`src/rtl/up_count_capture.sv`:
```
// up_count_capture: snapshots a free-running counter on an event edge into a small FIFO
// with a wrap tag. Define CNT_CAP_SYNC_EN to pass evt_in through a 2-flop synchronizer.
module up_count_capture #(
   parameter int CNT_W = 4,
   parameter int DEPTH = 4,
   parameter int EDGE  = 1
) (
   input  logic                     clk,
   input  logic                     reset,
   input  logic [CNT_W-1:0]         cnt_in,
   input  logic                     evt_in,
   input  logic                     cap_ready,
   output logic                     cap_valid,
   output logic [CNT_W-1:0]         cap_data,
   output logic                     cap_wrap,
   output logic [$clog2(DEPTH):0]   fifo_level,
   output logic                     overflow,
   input  logic                     ovf_clr
);

   localparam int PW = $clog2(DEPTH);
   localparam logic [PW:0]        FULL_LVL = (PW+1)'(DEPTH);
   localparam logic [CNT_W-1:0]   CNT_MAX  = '1;

   logic              evt_s;
   logic              evt_d;
   logic              armed;
   logic              evt_edge;
   logic [CNT_W-1:0]  cnt_d;
   logic              wrap_now;
   logic              wrap_pend;
   logic [PW-1:0]     wr_ptr;
   logic [PW-1:0]     rd_ptr;
   logic [PW-1:0]     last_ptr;
   logic [PW-1:0]     head_ptr;
   logic              full;
   logic              pop;
   logic              accept;
   logic              drop;
   logic [CNT_W:0]    mem [DEPTH];

`ifdef CNT_CAP_SYNC_EN
   logic [1:0] sync;

   always_ff @(posedge clk or negedge reset) begin
      if (!reset) begin
         sync <= '0;
      end else begin
         sync <= {sync[0], evt_in};
      end
   end

   assign evt_s = sync[1];
`else
   assign evt_s = evt_in;
`endif

   // armed blocks a spurious edge from a line that is already active at reset release
   assign evt_edge = armed & ((EDGE != 0) ? (evt_s & ~evt_d) : (~evt_s & evt_d));
   assign wrap_now = (cnt_d == CNT_MAX) & (cnt_in == '0);

   assign full     = (fifo_level == FULL_LVL);
   assign cap_valid = (fifo_level != '0);
   assign pop      = cap_valid & cap_ready;
   assign accept   = evt_edge & (~full | pop);
   assign drop     = evt_edge & full & ~pop;

   // When empty, present the most recently written slot instead of the next write slot
   assign last_ptr = wr_ptr - PW'(1);
   assign head_ptr = cap_valid ? rd_ptr : last_ptr;
   assign cap_data = mem[head_ptr][CNT_W:1];
   assign cap_wrap = mem[head_ptr][0];

   always_ff @(posedge clk or negedge reset) begin
      if (!reset) begin
         evt_d <= 1'b0;
         armed <= 1'b0;
         cnt_d <= '0;
      end else begin
         evt_d <= evt_s;
         armed <= 1'b1;
         cnt_d <= cnt_in;
      end
   end

   // A wrap seen in the same cycle as an accepted write travels in that entry
   always_ff @(posedge clk or negedge reset) begin
      if (!reset) begin
         wrap_pend <= 1'b0;
      end else if (accept) begin
         wrap_pend <= 1'b0;
      end else if (wrap_now) begin
         wrap_pend <= 1'b1;
      end
   end

   always_ff @(posedge clk or negedge reset) begin
      if (!reset) begin
         overflow <= 1'b0;
      end else if (drop) begin
         overflow <= 1'b1;
      end else if (ovf_clr) begin
         overflow <= 1'b0;
      end
   end

   always_ff @(posedge clk or negedge reset) begin
      if (!reset) begin
         wr_ptr     <= '0;
         rd_ptr     <= '0;
         fifo_level <= '0;
      end else begin
         if (accept) begin
            wr_ptr <= wr_ptr + PW'(1);
         end
         if (pop) begin
            rd_ptr <= rd_ptr + PW'(1);
         end
         fifo_level <= fifo_level + (PW+1)'(accept) - (PW+1)'(pop);
      end
   end

   always_ff @(posedge clk or negedge reset) begin
      if (!reset) begin
         for (int i = 0; i < DEPTH; i++) begin
            mem[i] <= '0;
         end
      end else if (accept) begin
         mem[wr_ptr] <= {cnt_in, wrap_pend | wrap_now};
      end
   end

endmodule

```
`config.mk`:
```
export PLATFORM = sky130hd
export DESIGN_NAME = up_count_capture
export DESIGN_NICKNAME = d
export VERILOG_FILES = /design/src/rtl/up_count_capture.sv
export SDC_FILE = /design/constraint.sdc
export NUM_CORES = 1
export LEC_CHECK = 0
export ABC_AREA = 1
export BUFFER_PORTS_ARGS = -buffer_cell sky130_fd_sc_hd__buf_2
export CAP_MARGIN = 30
export CORE_ASPECT_RATIO = 0.9
export CORE_MARGIN = 2
export CORE_UTILIZATION = 55
export CTS_CLUSTER_SIZE = 8
export DETAILED_ROUTE_END_ITERATION = 10
export PLACE_DENSITY_LB_ADDON = 0.1
export SETUP_SLACK_MARGIN = 0.1
export SLEW_MARGIN = 15
export SYNTH_ARGS = -nofsm -noshare
export SYNTH_HDL_FRONTEND = slang
export SYNTH_SLANG_ARGS = --single-unit
```
`constraint.sdc`:
```
create_clock -name clk -period 2.9 [get_ports clk]
set_clock_uncertainty 0.2 [all_clocks]
set_input_delay 0.58 -clock clk [delete_from_list [all_inputs] [get_ports clk]]
set_output_delay 0.58 -clock clk [all_outputs]
set_load 0.01 [all_outputs]
```
* Yosys cells after proc, flatten, opt, wreduce, memory -nomap -nowiden
Index checks and enable logic that the tools add are counted.
** Storage, ports and cells
- Register bits :: 35
- Input port bits :: 9
- Output and inout port bits :: 10
** Operators by class
- Add/subtract/negate cells :: 5
- $lt $le $gt $ge :: 3
- Equality and inequality tests :: 2
- Muxes and demuxes :: 11
- Bitwise operators :: 14
- Reductions and logical operators :: 5
** Operators by type and width (count)
- $bwmux 20 :: 1
- $mux 5 :: 3
- $bmux 5 s2 :: 1
- $demux 5 s2 :: 1
- $and 1x1->1 :: 7
- $ge 3x3->1 const B :: 2
- $not 2->3 :: 2
- $add 2x1->2 const B :: 2
- $eq 4x4->1 const B :: 1
- $logic_not 4->1 :: 1
- $mux 1 :: 4
- $reduce_bool 2->1 :: 2
- $add 3x1->3 :: 1
- $eq 3x3->1 const B :: 1
- $lt 3x1->1 const B :: 1
- $not 1->1 :: 3
- $reduce_bool 3->1 :: 1
- $sub 3x1->3 :: 1
- $mux 2 :: 1
- $or 1x1->1 :: 2
- $sub 2x1->2 const B :: 1
- $logic_and 1x1->1 :: 1

* Longest topological paths before layout
- Depth in word-level cells :: 6
- Depth in mapped cells :: 11
- Gate-level depth less buffers :: 11

* Worst setup path after synthesis
OpenSTA, ideal clock, no wires.
- Path kind :: input -> register
- Start :: input evt_in
- End :: register fifo_level[2]
- Setup time :: 0.129 ns
- Arrival time :: 2.057 ns
- Slack :: 0.514 ns
- Cell stages on the path :: 10
- Path buffers :: 0
- Path through :: nand2_1 nor2_4 nand2_4 ha_1 inv_1 ha_1 inv_1 fa_1 xnor2_1 xor2_1
** On the way
- Word-level cells in the longest chain between the ends :: 5
** RTL lines
- start, declared :: line 11 : input logic evt_in,
- $and 1x1->1 (2 in series) :: line 59 : assign evt_edge = armed & ((EDGE != 0) ? (evt_s & ~evt_d) : (~evt_s & evt_d));
- $and 1x1->1 :: line 65 : assign accept = evt_edge & (~full | pop);
- $add 3x1->3 :: line 119 : fifo_level <= fifo_level + (PW+1)'(accept) - (PW+1)'(pop);
- $sub 3x1->3 :: line 119
- end signal, assigned :: line 119
- end, declared :: line 16 : output logic [$clog2(DEPTH):0] fifo_level,
No other way between the ends.
A chain may end at the register's enable or synchronous reset.

* Final worst setup path
- Start :: register wr_ptr[0]
- End :: output cap_data[1]
** On the way
- Word-level cells in the longest chain between the ends :: 6
** RTL lines
- start, declared :: line 32 : logic [PW-1:0] wr_ptr;
- start signal, assigned :: line 114 : wr_ptr <= wr_ptr + PW'(1);
- $sub 2x1->2 :: line 69 : assign last_ptr = wr_ptr - PW'(1);
- via last_ptr[0] :: line 34 : logic [PW-1:0] last_ptr;
- $mux 2 :: line 70 : assign head_ptr = cap_valid ? rd_ptr : last_ptr;
- $not 2->3 (not written as such) :: line 71 : assign cap_data = mem[head_ptr][CNT_W:1];
- $bmux 5 s2 :: line 71
- $mux 5 (2 in series)
- end, declared :: line 14 : output logic [CNT_W-1:0] cap_data,
The timed path passes the listed nets, and every way through them passes these cells. The select of a mux whose other input is x is not followed.

==> results_dict.tcl <==
set metrics [dict create \
    r2r_slack_ns 0.46 \
    reg2reg_depth 11 \
    max_slew_margin_pct 49.34 \
    rows 19 \
    clkSinkCount 35 \
    fillers 274 \
    die_x_um 63.53 \
    crit_start "wr_ptr[0]" \
    rsz0062_at_grt "no" \
    routedWlPerCell_um 13.17 \
    yosys.area_share.simple_pct 29.32 \
    ys_warn_count 0 \
    num_io_pins 19 \
    avgSynthCellArea_um2 9.233 \
    fin_nets 230 \
    max_freq_mhz 378.9 \
    critPathLaunchType "flip-flop" \
    min_period_ns 2.639 \
    place_area_mm2 0.001882 \
    core-area_mm2 0.003043 \
    worst-slew-pin-transition_ns 0.7599 \
    final_hold_viol_count 0 \
    cts_root_buffer "clkbuf_4" \
    hold_ws_ns 0.1021 \
    drive_gt1_share_pct 19.53 \
    dieHeight_um 57.58 \
    synth_mux_area_share_pct 0 \
    place_inst 249 \
    ys_ff_latch 35 \
    grt_max_degree 36 \
    critical_path_class "reg -> out" \
    finalPower_mw 2.031 \
    maxSlewViolCount 0 \
    grt_pass1_wl_um 5761 \
    peakVddDrop_mv 0.5173 \
    critPathRequiredTime_ns 2.12 \
    cts.repair.resized 0 \
    fin_tns_setup_ns 0 \
    synth_area_mm2 0.001754 \
    synth_top_family_by_area "simple AND/OR/NAND/NOR gates" \
    setup_viol 0 \
    post-place-ws_ns 0.3182 \
    synthCells 190 \
    p_leak_nw 1.038 \
    yosysSeqAreaShare_pct 49.93 \
    grt_pass1_vias 1264 \
    finalWorstSetupSlack_ns 0.2607 \
    grt_overflow 0 \
    routed_wl_um 3384 \
    worstSkewPairLatency_ns 0.33 \
    path_cells "inv_1, ha_1, inv_1, o21ai_4, inv_2, nand2_1, nand2_1, buf_2" \
    dr_total_vias 1299 \
    hold_buffers 0 \
    viasPerCell 5.054 \
    initial_core_util_pct 57.65 \
    slowest_stage "dfrtp_1" \
    period_share_pct 91.01 \
    cts_tree "done" \
    synth_fa_ha_area_share_pct 5.421 \
    design.die.area_mm2 0.003658 \
    cp_data_arrival_time_ns 1.86 \
    drc_errors 0 \
    synthXorXnorAreaFrac_pct 1.997 \
    synth_cell_types 25 \
    post_cts_buffers 0 \
    grt_usage_pct 20.97 \
    clkTransAtPathRegs_ns 0.12 \
    drt-pass1-iter-count 5 \
    cap_violations 0 \
    status "finished, final reports clean" \
    n_antenna_cell 0 \
    grt_antenna_before_repair 0 \
    area_growth_pct 10.84 \
    cpPeakStageDelay_ns 0.42 \
    htree_levels 2 \
    design_area_mm2 0.001944 \
    post-dp-hpwl_um 2463 \
    io_buffers 18 \
    drt_iter0_markers 59 \
    worstReg2RegStart "fifo_level[1]" \
    clk_path_buf_depth 2 \
    synth_compound_area_share_pct 6.491 \
    detail-route-antenna-nets 0 \
    hold_path.class "in -> async" \
    critPathMaxFanout 6 \
    final-instance-count-excl-fill 257 \
    numCtsBuffers 5 \
    fin_util_pct 63.90 \
    power_per_cell_area_mw_per_mm2 1045 \
    finalWeightedCongestion 0.8086 \
    synth_nets 206 \
    critPathCaptureType "primary output" \
]
-- synth_stat cells, drive strengths merged --
library cell   n  share of area (%)
conb           1               0.21
xor2           3                1.5
nand3         27                 10
fa             1                1.1
nand4          2               0.71
ha             6                4.3
a21boi         1               0.43
inv           27                5.8
nor2           7                2.9
buf            1               0.86
xnor2          1               0.50
nand3b         5                2.1
dfrtp         35                 50
nand2         54                 13
o21ai         19                6.1
-- power by group --
group	internal (mW)	leakage (nW)	switching, mW
clock	0.0971	0.0314	0.179
sequential	0.666	0.437	0.148
combinational	0.362	0.570	0.578
-- sequential cells by signal, summed over array words and instances, names as in the netlist, 2 cells and up --
signal	cells
cnt_d	4
rd_ptr	2
fifo_level	3
mem	20
wr_ptr	2
-- layout by cell type, fill, tap and decap left out, types with 2 or more instances in the layout --
master and n:
buf_2 18, clkbuf_4 5, clkinv_4 2, dfrtp_1 35, ha_1 6, inv_1 25
inv_2 2, nand2_1 50, nand2_4 2, nand3_1 20, nand3_2 6, nand3b_1 5
nand4_1 2, nor2_1 5, o21ai_0 13, o21ai_1 5, xor2_1 3
-- path summary, 6_finish.rpt --
kind,endpoint
max in group asynchronous,wr_ptr[1]
min in group clk,cnt_d[0]
worst min-delay path,rd_ptr[0]
worst max register to register,fifo_level[2]
worst max-delay path,cap_data[1]
worst min register to register,mem[0]
-- layer usage --
metal	wire (µm)	up-vias	GRT usage, %
li1	-	652	-
met1	1649	611	29.24
met2	1588	34	32.48
met3	129	2	4.734
met4	16	0	7.764
met5	0	-	0
-- cell type report --
| cell class | count | area, µm² | share of cell area, % |
|---|---|---|---|
| tap | 42 | 52.55 | 2.703 |
| inverter | 27 | 101.3 | 5.212 |
| clock buffer | 5 | 37.54 | 1.931 |
| sequential | 35 | 875.8 | 45.05 |
| clock inverter | 3 | 25.02 | 1.287 |
| multi-input combinational | 127 | 762.0 | 39.19 |
| timing repair buffer | 18 | 90.09 | 4.633 |
-- cells by family after synthesis --
kind of cell	count (synthesis)
and+or+nand+nor	95
xor gates and xnor gates	4
DFF	35
AOI/OAI and AO/OA	20
adders and majority gates	7
buffers and inverters	28
other	1
-- critical path: cells and delay by family, from the launching register on --
| kind | cells | cell delay, ns |
|---|---|---|
| AO/OA/AOI/OAI | 1 | 0.24 |
| flip-flops | 1 | 0.42 |
| buffers and inverters | 4 | 0.45 |
| AND/OR/NAND/NOR | 2 | 0.13 |
| adder cells (fa/ha/maj) | 1 | 0.30 |
No activity file was read; power rests on OpenSTA's default activity.
